==> config.mk <==
export PLATFORM = sky130hd
export DESIGN_NAME = mc_controller
export DESIGN_NICKNAME = d
export VERILOG_FILES = /design/src/rtl/mc_controller.sv
export SDC_FILE = /design/constraint.sdc
export NUM_CORES = 1
export LEC_CHECK = 0
export CORE_ASPECT_RATIO = 1.25
export CORE_MARGIN = 1
export CORE_UTILIZATION = 48
export CTS_CLUSTER_DIAMETER = 60
export DETAILED_ROUTE_END_ITERATION = 8
export PLACE_DENSITY = 0.87
export SYNTH_ARGS = -nofsm -noshare
export SYNTH_HDL_FRONTEND = slang
export SYNTH_SLANG_ARGS = --single-unit
==> constraint.sdc <==
create_clock -name clk -period 2.3 [get_ports clk]
set_input_delay 0.46 -clock clk [delete_from_list [all_inputs] [get_ports clk]]
set_output_delay 0.46 -clock clk [all_outputs]
set_load 0.01 [all_outputs]
==> src/rtl/mc_controller.sv <==
// ---------------------------------------------------------------------------
// mc_controller -- multicycle RV32 subset control unit (Moore FSM).
//
// Sequences each instruction through FETCH/DECODE and a per-class execution
// path (load, store, R-type, I-type ALU, beq, jal), driving the datapath mux
// selects and write enables, and counts retired instructions.
//
// Parameters
//   MEM_WAIT   1: FETCH/MEMREAD/MEMWRITE wait for MemReady
//              0: MemReady ignored, memory phases take one cycle
// Ports
//   clk        rising-edge clock
//   reset      synchronous, active-high
//   op[6:0]    opcode from instruction register
//   Zero       ALU zero flag (beq)
//   MemReady   memory access completes this cycle
//   PCWrite, AdrSrc, IRWrite, RegWrite, MemWrite, Illegal   1-bit controls
//   ResultSrc, ALUSrcA, ALUSrcB, ALUOp, ImmSrc              2-bit selects
//   instret[31:0]  retired-instruction counter (wraps)
// ---------------------------------------------------------------------------
module mc_controller #(
    parameter int MEM_WAIT = 1
) (
    input  logic        clk,
    input  logic        reset,
    input  logic [6:0]  op,
    input  logic        Zero,
    input  logic        MemReady,
    output logic        PCWrite,
    output logic        AdrSrc,
    output logic        IRWrite,
    output logic        RegWrite,
    output logic        MemWrite,
    output logic        Illegal,
    output logic [1:0]  ResultSrc,
    output logic [1:0]  ALUSrcA,
    output logic [1:0]  ALUSrcB,
    output logic [1:0]  ALUOp,
    output logic [1:0]  ImmSrc,
    output logic [31:0] instret
);

    // FSM state encodings
    localparam logic [3:0] S_FETCH    = 4'd0;
    localparam logic [3:0] S_DECODE   = 4'd1;
    localparam logic [3:0] S_MEMADR   = 4'd2;
    localparam logic [3:0] S_MEMREAD  = 4'd3;
    localparam logic [3:0] S_MEMWB    = 4'd4;
    localparam logic [3:0] S_MEMWRITE = 4'd5;
    localparam logic [3:0] S_EXECUTER = 4'd6;
    localparam logic [3:0] S_EXECUTEI = 4'd7;
    localparam logic [3:0] S_ALUWB    = 4'd8;
    localparam logic [3:0] S_BEQ      = 4'd9;
    localparam logic [3:0] S_JAL      = 4'd10;

    // Supported opcodes
    localparam logic [6:0] OP_LW  = 7'b0000011;
    localparam logic [6:0] OP_SW  = 7'b0100011;
    localparam logic [6:0] OP_R   = 7'b0110011;
    localparam logic [6:0] OP_I   = 7'b0010011;
    localparam logic [6:0] OP_BEQ = 7'b1100011;
    localparam logic [6:0] OP_JAL = 7'b1101111;

    logic [3:0]  state_q, state_d;
    logic [31:0] instret_q, instret_d;

    logic ready;
    logic op_legal;
    logic retire;

    // Raw (pre-reset-gating) strobes decoded from the state
    logic pc_update, branch;
    logic ir_write_raw, reg_write_raw, mem_write_raw, illegal_raw;

    // With MEM_WAIT=0 every memory phase behaves as if it completed at once.
    assign ready = (MEM_WAIT == 0) ? 1'b1 : MemReady;

    assign op_legal = (op == OP_LW) || (op == OP_SW) || (op == OP_R) ||
                      (op == OP_I)  || (op == OP_BEQ) || (op == OP_JAL);

    // ------------------------------------------------------------------
    // Next-state logic
    // ------------------------------------------------------------------
    always_comb begin
        state_d = state_q;
        case (state_q)
            S_FETCH:    state_d = ready ? S_DECODE : S_FETCH;
            S_DECODE: begin
                case (op)
                    OP_LW, OP_SW: state_d = S_MEMADR;
                    OP_R:         state_d = S_EXECUTER;
                    OP_I:         state_d = S_EXECUTEI;
                    OP_BEQ:       state_d = S_BEQ;
                    OP_JAL:       state_d = S_JAL;
                    default:      state_d = S_FETCH;
                endcase
            end
            S_MEMADR:   state_d = (op == OP_LW) ? S_MEMREAD : S_MEMWRITE;
            S_MEMREAD:  state_d = ready ? S_MEMWB : S_MEMREAD;
            S_MEMWB:    state_d = S_FETCH;
            S_MEMWRITE: state_d = ready ? S_FETCH : S_MEMWRITE;
            S_EXECUTER: state_d = S_ALUWB;
            S_EXECUTEI: state_d = S_ALUWB;
            S_ALUWB:    state_d = S_FETCH;
            S_BEQ:      state_d = S_FETCH;
            S_JAL:      state_d = S_ALUWB;
            default:    state_d = S_FETCH;
        endcase
    end

    // An instruction retires when its final state hands back to FETCH. The
    // illegal DECODE->FETCH path is deliberately not in this list.
    assign retire = (state_d == S_FETCH) &&
                    ((state_q == S_MEMWB) || (state_q == S_MEMWRITE) ||
                     (state_q == S_ALUWB) || (state_q == S_BEQ));

    assign instret_d = retire ? instret_q + 32'd1 : instret_q;

    always_ff @(posedge clk) begin
        if (reset) begin
            state_q   <= S_FETCH;
            instret_q <= 32'd0;
        end else begin
            state_q   <= state_d;
            instret_q <= instret_d;
        end
    end

    // ------------------------------------------------------------------
    // Moore output decode (IRWrite/PCUpdate in FETCH also qualified by ready)
    // ------------------------------------------------------------------
    always_comb begin
        pc_update     = 1'b0;
        branch        = 1'b0;
        ir_write_raw  = 1'b0;
        reg_write_raw = 1'b0;
        mem_write_raw = 1'b0;
        illegal_raw   = 1'b0;
        AdrSrc        = 1'b0;
        ResultSrc     = 2'b00;
        ALUSrcA       = 2'b00;
        ALUSrcB       = 2'b00;
        ALUOp         = 2'b00;
        case (state_q)
            S_FETCH: begin
                ALUSrcB      = 2'b10;
                ResultSrc    = 2'b10;
                ir_write_raw = ready;
                pc_update    = ready;
            end
            S_DECODE: begin
                ALUSrcA     = 2'b01;
                ALUSrcB     = 2'b01;
                illegal_raw = ~op_legal;
            end
            S_MEMADR: begin
                ALUSrcA = 2'b10;
                ALUSrcB = 2'b01;
            end
            S_MEMREAD: begin
                AdrSrc = 1'b1;
            end
            S_MEMWB: begin
                ResultSrc     = 2'b01;
                reg_write_raw = 1'b1;
            end
            S_MEMWRITE: begin
                AdrSrc        = 1'b1;
                mem_write_raw = 1'b1;
            end
            S_EXECUTER: begin
                ALUSrcA = 2'b10;
                ALUOp   = 2'b10;
            end
            S_EXECUTEI: begin
                ALUSrcA = 2'b10;
                ALUSrcB = 2'b01;
                ALUOp   = 2'b10;
            end
            S_ALUWB: begin
                reg_write_raw = 1'b1;
            end
            S_BEQ: begin
                ALUSrcA = 2'b10;
                ALUOp   = 2'b01;
                branch  = 1'b1;
            end
            S_JAL: begin
                ALUSrcA   = 2'b01;
                ALUSrcB   = 2'b10;
                pc_update = 1'b1;
            end
            default: ;
        endcase
    end

    // Immediate format select depends only on the opcode
    always_comb begin
        case (op)
            OP_SW:   ImmSrc = 2'b01;
            OP_BEQ:  ImmSrc = 2'b10;
            OP_JAL:  ImmSrc = 2'b11;
            default: ImmSrc = 2'b00;
        endcase
    end

    // Reset masks every architectural side effect immediately, so an
    // aborted instruction cannot write anything in the reset cycle.
    assign PCWrite  = ~reset & (pc_update | (branch & Zero));
    assign IRWrite  = ~reset & ir_write_raw;
    assign RegWrite = ~reset & reg_write_raw;
    assign MemWrite = ~reset & mem_write_raw;
    assign Illegal  = ~reset & illegal_raw;
    assign instret  = instret_q;

endmodule

* Word level (Yosys, flattened, before mapping) *
Cells that the tools add are included.

word-level totals
  register bits after elaboration = 36
  input bits = 11

operators by class
  add/sub/neg operators = 1
  eq/ne operators = 16
  multiplexer cells = 18
  bitwise operators = 9
  reductions and logical operators = 20

operators by type and width
  cell                                           count
  adder 32 x 1 -> 32 bit, second input constant  1
  one-hot mux 4 bit (6 select lines)             1
  one-hot mux 4 bit (5 select lines)             1
  == test 4 x 3 -> 1 bit, second input constant  4
  one-hot mux 2 bit (2 select lines)             4
  == test 7 x 6 -> 1 bit, second input constant  2
  == test 7 bit, second input constant           2
  == test 4 bit, second input constant           3
  OR reduction 2 bit                             6
  two-way mux 3 bit                              3
  == test 4 x 2 -> 1 bit, second input constant  2
  zero test 4 bit                                2
  logical OR 1 bit                               8
  == test 7 x 2 -> 1 bit, second input constant  1
  == test 7 x 5 -> 1 bit, second input constant  1
  two-way mux 1 bit                              7
  AND 1 bit                                      6
  one-hot mux 2 bit (3 select lines)             1
  OR reduction 3 bit                             2
  == test 4 x 1 -> 1 bit, second input constant  1
  OR reduction 4 bit                             1
  inverter 1 bit                                 2
  one-hot mux 1 bit (2 select lines)             1
  logical AND 1 bit                              1
  OR 1 bit                                       1

* Depth between registers and ports, before layout *
Gate-level depths: netlist (run 1).

  depth after elaboration = 9
  mapped depth = 8
  gate-level depth less buffers = 6

* Least setup slack after synthesis (run 1) *
OpenSTA, ideal clock, no wires.

  kind = register to register
  from = register instret_q[4] (netlist: instret[4])
  to = register instret_q[24] (netlist: instret[24])
  setup time = 0.070 ns
  arrival time = 2.009 ns
  required time = 2.230 ns
  slack = 0.221 ns
  cell stages (with the launch flop) = 6
  buffers on the path = 0
  cell sequence = dfxtp_1 nand4_1 or4_1 nor3_1 or4b_1 a21oi_1

between the ends
  longest elaborated chain between the ends = 1

RTL lines
  item                    RTL line  text
  start, declared         65        logic [31:0] instret_q, instret_d;
  start signal, assigned  125       instret_q <= instret_d;
  adder 32 x 1 -> 32 bit  117       assign instret_d = retire ? instret_q + 32'd1 : instret_q;

Every way passes these cells.
A chain may end at the register's enable or synchronous reset.

* Worst setup path after layout (run 1) *
  from = input reset
  to = output PCWrite

between the ends
  longest elaborated chain between the ends = 2

RTL lines
  item             RTL line  text
  start, declared  25        input logic reset,
  inverter 1 bit   209       assign PCWrite = ~reset & (pc_update | (branch & Zero));
  AND 1 bit        209
  end, declared    29        output logic PCWrite,

Every way passes these cells.

==> flow_metrics.py, run 1 <==
metrics = {
    "route": {
        "vias_per_cell": 5.729,
        "detailedRoute.firstIterationViolations": 108,
        "dr_total_vias": 2343,
        "route.antenna.remaining_nets": 0,
        "wire_per_inst_um": 14.61,
        "detail_route.wirelength_um": 5974,
        "detailedRoute.firstPassIterationCount": 4,
        "drcViolationCount": 0,
    },
    "layout": {
        "insertedDiodeCount": 0,
        "layout_cells_sized_above_1_pct": 15.30,
        "syn_to_final_growth_pct": 47.07,
        "fin_cells": 409,
        "final.fill_count": 328,
        "finish.utilization_pct": 74.39,
        "fin_nets": 364,
    },
    "clock_tree": {
        "tritoncts.num_buffers": 5,
        "clock_tree_from_tritoncts": "done",
        "maximum_buffer_depth_of_the_clock_tree": 2,
        "clock_tree.htree_level_count": 2,
        "cts_num_sinks": 36,
        "clkLatencyLatePin_ns": 0.29,
        "cts_hold_repair.buffers": 0,
        "clock_tree.root_cell": "sky130_fd_sc_hd__clkbuf_8",
        "clk_transition_reported_paths_ns": 0.07,
    },
    "critical_path": {
        "setup.worst_path.end_class": "output pin",
        "startpoint_type": "input pin",
        "timing_worst_setup_path_type": "in -> out",
        "timing.critical_path.fanout_max": 3,
        "worst_ep_required_time_ns": 1.84,
        "worst_path_arrival_ns": 1.78,
    },
    "die": {
        "die_height_um": 75.48,
        "core_area_um2": 4099,
        "die-area_um2": 4588,
        "die_x_um": 60.78,
        "placementRows": 26,
        "starting_density_pct": 50.58,
        "io_pins": 59,
    },
    "sta": {
        "max-slew-margin-rel_pct": 68.85,
        "fin_skew_ns": 0.005689,
        "fmaxAchievable_mhz": 446.2,
        "rsz0062_at_grt": "true",
        "final-setup-viol-count": 0,
        "post-route-min-period_ns": 2.241,
        "final_hold_violation_count": 0,
        "final.period_utilization_pct": 97.45,
        "worst_slew_pin_slew_ns": 0.4637,
        "final-max-slew-violation-count": 0,
    },
    "global_route": {
        "grt.total_usage_pct": 26.05,
        "grt_start_max_net_pins": 35,
        "grt_antenna_before_repair": 0,
        "grt_overflow_total": 0,
        "global_route_wire_length_before_repair_um": 9073,
        "number_of_global_route_vias_before_repair": 2129,
    },
    "min_path": {
        "min_path_type": "reg -> reg",
    },
    "yosys": {
        "seq_area_frac_synth_pct": 34.76,
        "yosys_warnings": 0,
        "synth.lib_cells_used.distinct": 41,
        "syn-instance-count": 267,
        "synth_fp_nets": 279,
        "synthMostInstantiatedCell": "sky130_fd_sc_hd__dfxtp_1",
        "synth_largest_type_area_fraction_pct": 34.76,
        "synth-seq-cells": 36,
        "synth_edf_count": 0,
        "dominantRegCellSynth": "sky130_fd_sc_hd__dfxtp_1",
        "ys_top_cells_by_count": "sky130_fd_sc_hd__dfxtp_1 (36), sky130_fd_sc_hd__nor2_1 (28), sky130_fd_sc_hd__a21oi_1 (23)",
        "ys_top_cells_by_area": "sky130_fd_sc_hd__dfxtp_1 (35%), sky130_fd_sc_hd__a21oi_1 (5.6%), sky130_fd_sc_hd__nor2_1 (5.1%), sky130_fd_sc_hd__xnor2_1 (5.1%), sky130_fd_sc_hd__xor2_1 (4.2%)",
        "ys_async_sr_fraction_pct": 0,
        "post_synth.cell_area_avg_um2": 7.765,
        "synthesis.area_um2": 2073,
        "synth_top_area_cell": "sky130_fd_sc_hd__dfxtp_1",
    },
    "placement": {
        "portBuffers": 58,
        "dp.final_hpwl_um": 4210,
        "placed_cells": 400,
        "gp_routability_congestion": 0.8431,
    },
    "run_status": {
        "outcome": "finished, final reports clean",
    },
    "pwr": {
        "pwr_density_cell_nw_per_um2": 395.2,
        "vdd_drop_max_uv": 371.4,
        "report.power.total_mw": 1.205,
        "cellLeakagePower_nw": 1.099,
    },
    "flow_run": {
        "maxCapViolCount": 0,
    },
}
-- cell usage in the layout, fill, tap and decap left out, drive strengths merged, types with 2 or more instances in the layout --
cell	n
and4	2
clkdlybuf4s50	47
o21ai	6
nor3	16
nand3b	2
nand4b	4
dfxtp	36
buf	36
nand2b	5
dlygate4sd2	4
nand2	20
clkbuf	8
nand4	10
nor2	28
or4b	2
or3	5
xor2	10
nor4b	2
inv	9
o31ai	7
nor4	8
and3	7
nand3	12
dlymetal6s2s	5
xnor2	12
nor2b	2
o41ai	4
or4	8
a21oi	23
-- worst paths after layout --
| path | from | endpoint | slack, ns | depth (start not counted) |
|---|---|---|---|---|
| worst max-delay path | reset | PCWrite | 0.06 | 5 |
| worst min-delay path | instret[31]$_SDFFE_PP0P_ | instret[31]$_SDFFE_PP0P_ | 0.48 | 2 |
| worst max register to register | instret[4]$_SDFFE_PP0P_ | instret[24]$_SDFFE_PP0P_ | 0.17 | 5 |
| worst min register to register | instret[31]$_SDFFE_PP0P_ | instret[31]$_SDFFE_PP0P_ | 0.48 | 2 |
-- worst max-delay path, cell delays in order --
cell,delay [ns]
sky130_fd_sc_hd__clkdlybuf4s50_1,0.50
sky130_fd_sc_hd__nor3_2,0.07
sky130_fd_sc_hd__and3_1,0.19
sky130_fd_sc_hd__or2_2,0.28
sky130_fd_sc_hd__dlygate4sd2_1,0.28
-- stage by stage --
stage / hold slack, ns / instance area [um^2] / setup TNS [ns] / setup WS, ns
after floorplan: 0.4959 / 2073 / 0 / 0.2210
after global placement: 0.4643 / 2919 / -1.661 / -0.3406
after detailed placement: 0.4756 / 2919 / -2.653 / -0.4351
after CTS: 0.4894 / 3023 / 0 / 0.006259
after global routing: 0.5144 / 3049 / -0.01614 / -0.01401
final: 0.4836 / 3049 / 0 / 0.05860
-- registers in the layout, summed over array words and instances, names as in the netlist --
register	flops
state_q	4
instret	32
-- per-layer routing --
metal,GRT usage [%],part of all wire [%],vias up
met5,0,0,-
met4,10.61,1.9,0
met3,5.433,4.1,11
met2,47.25,52,58
met1,29.31,42,1123
li1,-,-,1151
-- cell type report --
type	instances	area, um^2	share of cell area [%]
clock buffer	8	90.09	2.954
inverter	9	33.78	1.108
multi-input combinational	207	1285	42.14
sequential	36	724.4	23.76
tap	56	70.07	2.298
timing repair buffer	93	845.8	27.74
-- repair_timing --
action,in CTS,in global routing
buffers inserted,0,1
pin swaps,0,5
resized for setup,18,7
setup endpoints to repair,13,6
-- logic make-up after synthesis --
kind of cell | Yosys count | share of synthesized area [%]
AOI/OAI and AO/OA | 48 | 14.48
DFF | 36 | 34.76
buffers and inverters | 24 | 4.526
and+or+nand+nor | 135 | 35.85
adders and majority gates | 1 | 0.6034
xor gates and xnor gates | 22 | 9.294
muxes | 1 | 0.4828
-- power breakdown --
group	total [mW]	internal, mW	switching (mW)	leakage [nW]
Clock	0.463	0.244	0.219	0.0455
Sequential	0.630	0.625	0.00525	0.291
Combinational	0.112	0.0603	0.0513	0.762
No activity file was read; power rests on OpenSTA's default activity.
==> run 2, diff against run 1 <==
--- a/config.mk
+++ b/config.mk
@@ -12,3 +12,3 @@
 export DETAILED_ROUTE_END_ITERATION = 8
-export PLACE_DENSITY = 0.87
+export PLACE_DENSITY = 0.8
 export SYNTH_ARGS = -nofsm -noshare
==> constraint.sdc (replaced) <==
create_clock -name clk -period 2.5 [get_ports clk]
set_input_delay 0.375 -clock clk [delete_from_list [all_inputs] [get_ports clk]]
set_output_delay 0.375 -clock clk [all_outputs]
set_load 0.01 [all_outputs]
==> run 2 against run 1 <==
Critical path depth is 1 higher. Die area unchanged. Non-clock buffer count down 15. Wire length is 8.5% lower. Final cell count is 3.7% lower. Clock power up 8.6%. Utilization shrank 3.0 points.
==> flow_metrics.py, run 2 (synthesized netlist as in run 1, its figures left out) <==
metrics = {
    "route": {
        "route.antenna.remaining_nets": 0,
        "dr_total_vias": 2251,
        "detailedRoute.firstIterationViolations": 124,
        "wire_per_inst_um": 13.88,
        "detail_route.wirelength_um": 5469,
        "vias_per_cell": 5.713,
        "detailedRoute.firstPassIterationCount": 4,
        "drcViolationCount": 0,
    },
    "run_status": {
        "outcome": "finished, final reports clean",
    },
    "global_route": {
        "grt_start_max_net_pins": 27,
        "global_route_wire_length_before_repair_um": 8921,
        "grt.total_usage_pct": 25.63,
        "grt_antenna_before_repair": 0,
        "grt_overflow_total": 0,
        "number_of_global_route_vias_before_repair": 2044,
    },
    "min_path": {
        "whs_endpoint": "instret[31]$_SDFFE_PP0P_",
        "min_path_type": "reg -> reg",
        "worstHoldStart": "instret[31]$_SDFFE_PP0P_",
        "whs_path_depth": 2,
    },
    "clock_tree": {
        "cts_hold_repair.buffers": 0,
        "tritoncts.num_buffers": 5,
        "cts.repair.resized": 0,
        "maximum_buffer_depth_of_the_clock_tree": 2,
        "postCtsSetupBuffers": 0,
        "clk_transition_reported_paths_ns": 0.07,
        "clkLatencyLatePin_ns": 0.29,
        "clock_tree.root_cell": "sky130_fd_sc_hd__clkbuf_8",
        "cts_num_sinks": 36,
        "clock_tree.htree_level_count": 2,
        "clock_tree_from_tritoncts": "done",
    },
    "critical_path": {
        "worst_path_arrival_ns": 1.99,
        "timing.critical_path.depth": 6,
        "timing.critical_path.fanout_max": 5,
        "setup.worst_path.end_class": "output pin",
        "startpoint_type": "input pin",
        "critical_path.max_stage_delay_ns": 0.57,
        "critical-path-top-delay-family": "buffers and inverters",
        "reg2reg_to": "instret[27]$_SDFFE_PP0P_",
        "regToRegStartpoint": "instret[4]$_SDFFE_PP0P_",
        "cpMaxStageDelayCell": "sky130_fd_sc_hd__clkdlybuf4s50_1",
        "r2r_setup_slack_ns": 0.31,
        "cp.buffers_inverters": 3,
        "timing_worst_setup_path_type": "in -> out",
        "reg2regPathDepth": 5,
        "cp_cell_sequence": "clkdlybuf4s50_1, buf_4, xor2_1, nor3_1, nor3_1, clkdlybuf4s50_1",
        "worst_ep_required_time_ns": 2.12,
    },
    "sta": {
        "max-slew-margin-rel_pct": 61.82,
        "fin_skew_ns": 0.006247,
        "post-route-min-period_ns": 2.367,
        "fin_ws_ns": 0.1330,
        "worst_hold_slack_across_all_endpoints_ns": 0.4825,
        "worst_slew_pin_slew_ns": 0.5713,
        "final_hold_violation_count": 0,
        "final-setup-viol-count": 0,
        "final.setup.tns_ns": 0,
        "final.period_utilization_pct": 94.68,
        "fmaxAchievable_mhz": 422.5,
        "rsz0062_at_grt": "false",
        "final-max-slew-violation-count": 0,
    },
    "pwr": {
        "vdd_drop_max_uv": 378.8,
        "cellLeakagePower_nw": 0.9732,
        "report.power.total_mw": 1.175,
        "pwr_density_cell_nw_per_um2": 401.4,
    },
    "layout": {
        "largest_reg_flops": 32,
        "layout.cells.most_common": "sky130_fd_sc_hd__clkdlybuf4s50_1",
        "layout_cells_sized_above_1_pct": 10.06,
        "layout.cells.most_common_list": "sky130_fd_sc_hd__clkdlybuf4s50_1 (57), sky130_fd_sc_hd__dfxtp_1 (33), sky130_fd_sc_hd__nor2_1 (28)",
        "syn_to_final_growth_pct": 41.22,
        "finish.utilization_pct": 71.43,
        "insertedDiodeCount": 0,
        "fin_nets": 349,
    },
    "die": {
        "die_x_um": 60.78,
        "die-area_um2": 4588,
        "io_pins": 59,
        "placementRows": 26,
        "core_area_um2": 4099,
        "die_height_um": 75.48,
        "starting_density_pct": 50.58,
    },
    "placement": {
        "portBuffers": 58,
        "place_ws_ns": 0.02183,
        "dp.final_hpwl_um": 4051,
        "gp_routability_congestion": 0.9155,
    },
    "flow_run": {
        "maxCapViolCount": 0,
    },
}
run 2: changes by cell type in the layout (fill, tap and decap cells not counted), moves of 2 or more:
cell,change
sky130_fd_sc_hd__buf_4,-15
sky130_fd_sc_hd__clkdlybuf4s50_1,+10
sky130_fd_sc_hd__dlygate4sd2_1,-4
sky130_fd_sc_hd__dlymetal6s2s_1,-4
sky130_fd_sc_hd__nor3_1,+2
sky130_fd_sc_hd__nor3_2,-2
run 2: cell type report:
type | count | area, um^2
clock inverter | 2 | 35.03
multi-input combinational | 207 | 1259
fill | 358 | 1171
sequential | 36 | 724.4
clock buffer | 6 | 72.57
inverter | 9 | 33.78
tap | 56 | 70.07
timing repair buffer | 78 | 733.2
run 2: worst min-delay path, stage by stage (launching register included):
cell	delay, ns
sky130_fd_sc_hd__dfxtp_1	0.32
sky130_fd_sc_hd__o31ai_1	0.06
sky130_fd_sc_hd__a21oi_1	0.05
run 2: per-stage QoR:
stage	instance area (um^2)	std cells
2_1_floorplan	2073	267
3_3_place_gp	2814	386
3_5_place_dp	2814	386
4_1_cts	2922	394
5_1_grt	2928	394
6_report	2928	394
run 2: worst max-delay path by stage:
stage | from | endpoint
2_1_floorplan | instret[4]$_SDFFE_PP0P_ | instret[24]$_SDFFE_PP0P_
3_3_place_gp | op[3] | ImmSrc[0]
3_5_place_dp | op[3] | ImmSrc[0]
4_1_cts | op[3] | ImmSrc[0]
5_1_grt | op[2] | Illegal
6_report | op[2] | Illegal
run 2: metal layers:
metal	GRT usage (%)	up-vias	wire length (um)
met5	0	-	0
met4	10.35	0	89
met3	5.093	9	261
met2	44.93	64	2814
met1	30.36	1060	2304
li1	-	1118	-
run 2: report_power, final:
part,internal [mW],total [mW],switching (mW)
Combinational,0.0502,0.0928,0.0426
Clock,0.296,0.503,0.207
Sequential,0.575,0.579,0.00445
Total,0.921,1.18,0.254
==> run 3, diff against run 2 <==
Settings changed: CORE_UTILIZATION 48 to 40, PLACE_DENSITY 0.8 to 0.69.
==> run 3 against run 2 <==
Sequential power barely moved. Worst setup slack improved by 0.0062 ns. Utilization shrank 12 points. Sequential cell count did not move. Via count shrank 3.0%. Highest routed layer unchanged. Worst hold slack better by 0.0093 ns.
==> flow_metrics.py, run 3 (synthesized netlist as in run 1, its figures left out) <==
metrics = {
    "placement": {
        "dp.final_hpwl_um": 3964,
        "place_ws_ns": 0.02420,
        "portBuffers": 58,
        "gp_routability_congestion": 0.7855,
    },
    "clock_tree": {
        "maximum_buffer_depth_of_the_clock_tree": 2,
        "clk_transition_reported_paths_ns": 0.07,
        "cts_num_sinks": 36,
        "clock_tree_from_tritoncts": "done",
        "clkLatencyLatePin_ns": 0.29,
        "clock_tree.root_cell": "sky130_fd_sc_hd__clkbuf_8",
        "postCtsSetupBuffers": 0,
        "clock_tree.htree_level_count": 2,
        "tritoncts.num_buffers": 5,
    },
    "global_route": {
        "global_route_wire_length_before_repair_um": 9170,
        "number_of_global_route_vias_before_repair": 1959,
        "grt_overflow_total": 0,
        "grt_antenna_before_repair": 0,
        "grt_start_max_net_pins": 36,
        "globalRouteMet2Util_pct": 37.76,
        "met3_usage_pct": 3.709,
        "grt.total_usage_pct": 21.60,
        "grt_busiest_layer": "met2",
        "globalRouteMet1Util_pct": 26.99,
    },
    "critical_path": {
        "timing_worst_setup_path_type": "reg -> out",
        "startpoint_type": "flip-flop",
        "worst_path_arrival_ns": 1.99,
        "regToRegStartpoint": "instret[4]$_SDFFE_PP0P_",
        "cpMaxStageDelayCell": "sky130_fd_sc_hd__dfxtp_1",
        "reg2regPathDepth": 5,
        "setup.worst_path.end_class": "output pin",
        "critical_path.max_stage_delay_ns": 0.49,
        "setup.worst_path.start": "state_q[2]$_SDFF_PP0_",
        "reg2reg_to": "instret[25]$_SDFFE_PP0P_",
        "cp_cell_sequence": "buf_4, inv_1, nand2_1, nor3_1, or2_2, clkdlybuf4s50_1",
        "worst_ep_required_time_ns": 2.12,
        "r2r_setup_slack_ns": 0.30,
        "timing.critical_path.fanout_max": 7,
    },
    "route": {
        "detail_route.wirelength_um": 5511,
        "route.antenna.remaining_nets": 0,
        "detailedRoute.firstPassIterationCount": 4,
        "vias_per_cell": 5.485,
        "detailedRoute.firstIterationViolations": 75,
        "dr_total_vias": 2183,
        "wire_per_inst_um": 13.85,
        "drcViolationCount": 0,
    },
    "min_path": {
        "min_path_type": "reg -> reg",
        "whs_path_depth": 2,
        "whs_endpoint": "instret[31]$_SDFFE_PP0P_",
        "worstHoldStart": "instret[31]$_SDFFE_PP0P_",
    },
    "flow_run": {
        "maxCapViolCount": 0,
    },
    "die": {
        "starting_density_pct": 42.57,
        "io_pins": 59,
        "die-area_um2": 5477,
        "die_x_um": 66.40,
        "die_height_um": 82.49,
        "placementRows": 28,
        "core_area_um2": 4870,
    },
    "sta": {
        "post-route-min-period_ns": 2.361,
        "worst_slew_pin_slew_ns": 0.5809,
        "final-setup-viol-count": 0,
        "final.period_utilization_pct": 94.43,
        "fmaxAchievable_mhz": 423.6,
        "final.setup.tns_ns": 0,
        "rsz0062_at_grt": "false",
        "final-max-slew-violation-count": 0,
        "fin_skew_ns": 0.009004,
        "max-slew-margin-rel_pct": 61.18,
        "fin_ws_ns": 0.1392,
        "final_hold_violation_count": 0,
    },
    "pwr": {
        "pwr_density_cell_nw_per_um2": 361.8,
        "vdd_drop_max_uv": 266.8,
        "cellLeakagePower_nw": 0.9809,
    },
    "layout": {
        "insertedDiodeCount": 0,
        "layout.cells.most_common_list": "sky130_fd_sc_hd__clkdlybuf4s50_1 (56), sky130_fd_sc_hd__dfxtp_1 (33), sky130_fd_sc_hd__nor2_1 (28)",
        "layout_cells_sized_above_1_pct": 10.36,
        "fin_nets": 350,
        "syn_to_final_growth_pct": 40.74,
        "largest_reg_flops": 32,
        "layout.cells.most_common": "sky130_fd_sc_hd__clkdlybuf4s50_1",
    },
    "run_status": {
        "outcome": "finished, final reports clean",
    },
}
==> run 3: worst max-delay path by stage <==
stage | to | slack [ns]
floorplan | instret[24]$_SDFFE_PP0P_ | 0.42
global placement | ImmSrc[0] | 0.02
detailed placement | ImmSrc[0] | 0.02
CTS | ALUSrcA[0] | 0.02
global route | PCWrite | 0.02
finish | PCWrite | 0.14
==> run 3: layout make-up <==
class / count / area, um^2
well taps: 60 / 75.07
multi-input cells: 207 / 1264
inverters: 9 / 33.78
clock inverters: 1 / 5.005
clock buffers: 6 / 72.57
fillers: 485 / 1952
repair buffers: 79 / 743.2
flip-flops and latches: 36 / 724.4
==> run 3: worst max-delay path: cells and delay by family, from the launching register on <==
kind / cells / cell delay [ns]
DFF: 1 / 0.49
buffers and inverters: 3 / 0.79
and+or+nand+nor: 3 / 0.42
==> run 3: what timing repair did <==
item / CTS / global route
resized for setup: 0 / 6
setup endpoints to repair: 0 / 4
hold buffers: 0 / 0
==> run 3: per-stage QoR <==
stage	util, %	hold WS [ns]	area, um^2	total power [mW]	cells
4_1_cts	59.64	0.4930	2904	1.071	398
2_1_floorplan	-	0.4959	2073	0.6307	267
6_report	59.92	0.4918	2918	1.056	398
3_5_place_dp	58.04	0.4818	2826	0.6859	391
3_3_place_gp	58.04	0.4643	2826	0.6849	391
5_1_grt	59.92	0.5177	2918	1.105	398
==> run 3: power breakdown <==
group | internal (mW) | switching [mW] | total (mW)
logic | 0.0510 | 0.0449 | 0.0959
clock network | 0.189 | 0.193 | 0.382
registers | 0.575 | 0.00271 | 0.578
total | 0.815 | 0.241 | 1.06
==> run 3: layer usage <==
layer	vias to the layer above	part of all wire (%)
met5	-	0
met4	0	1.3
met3	8	4.9
met2	66	49
met1	989	45
li1	1120	-
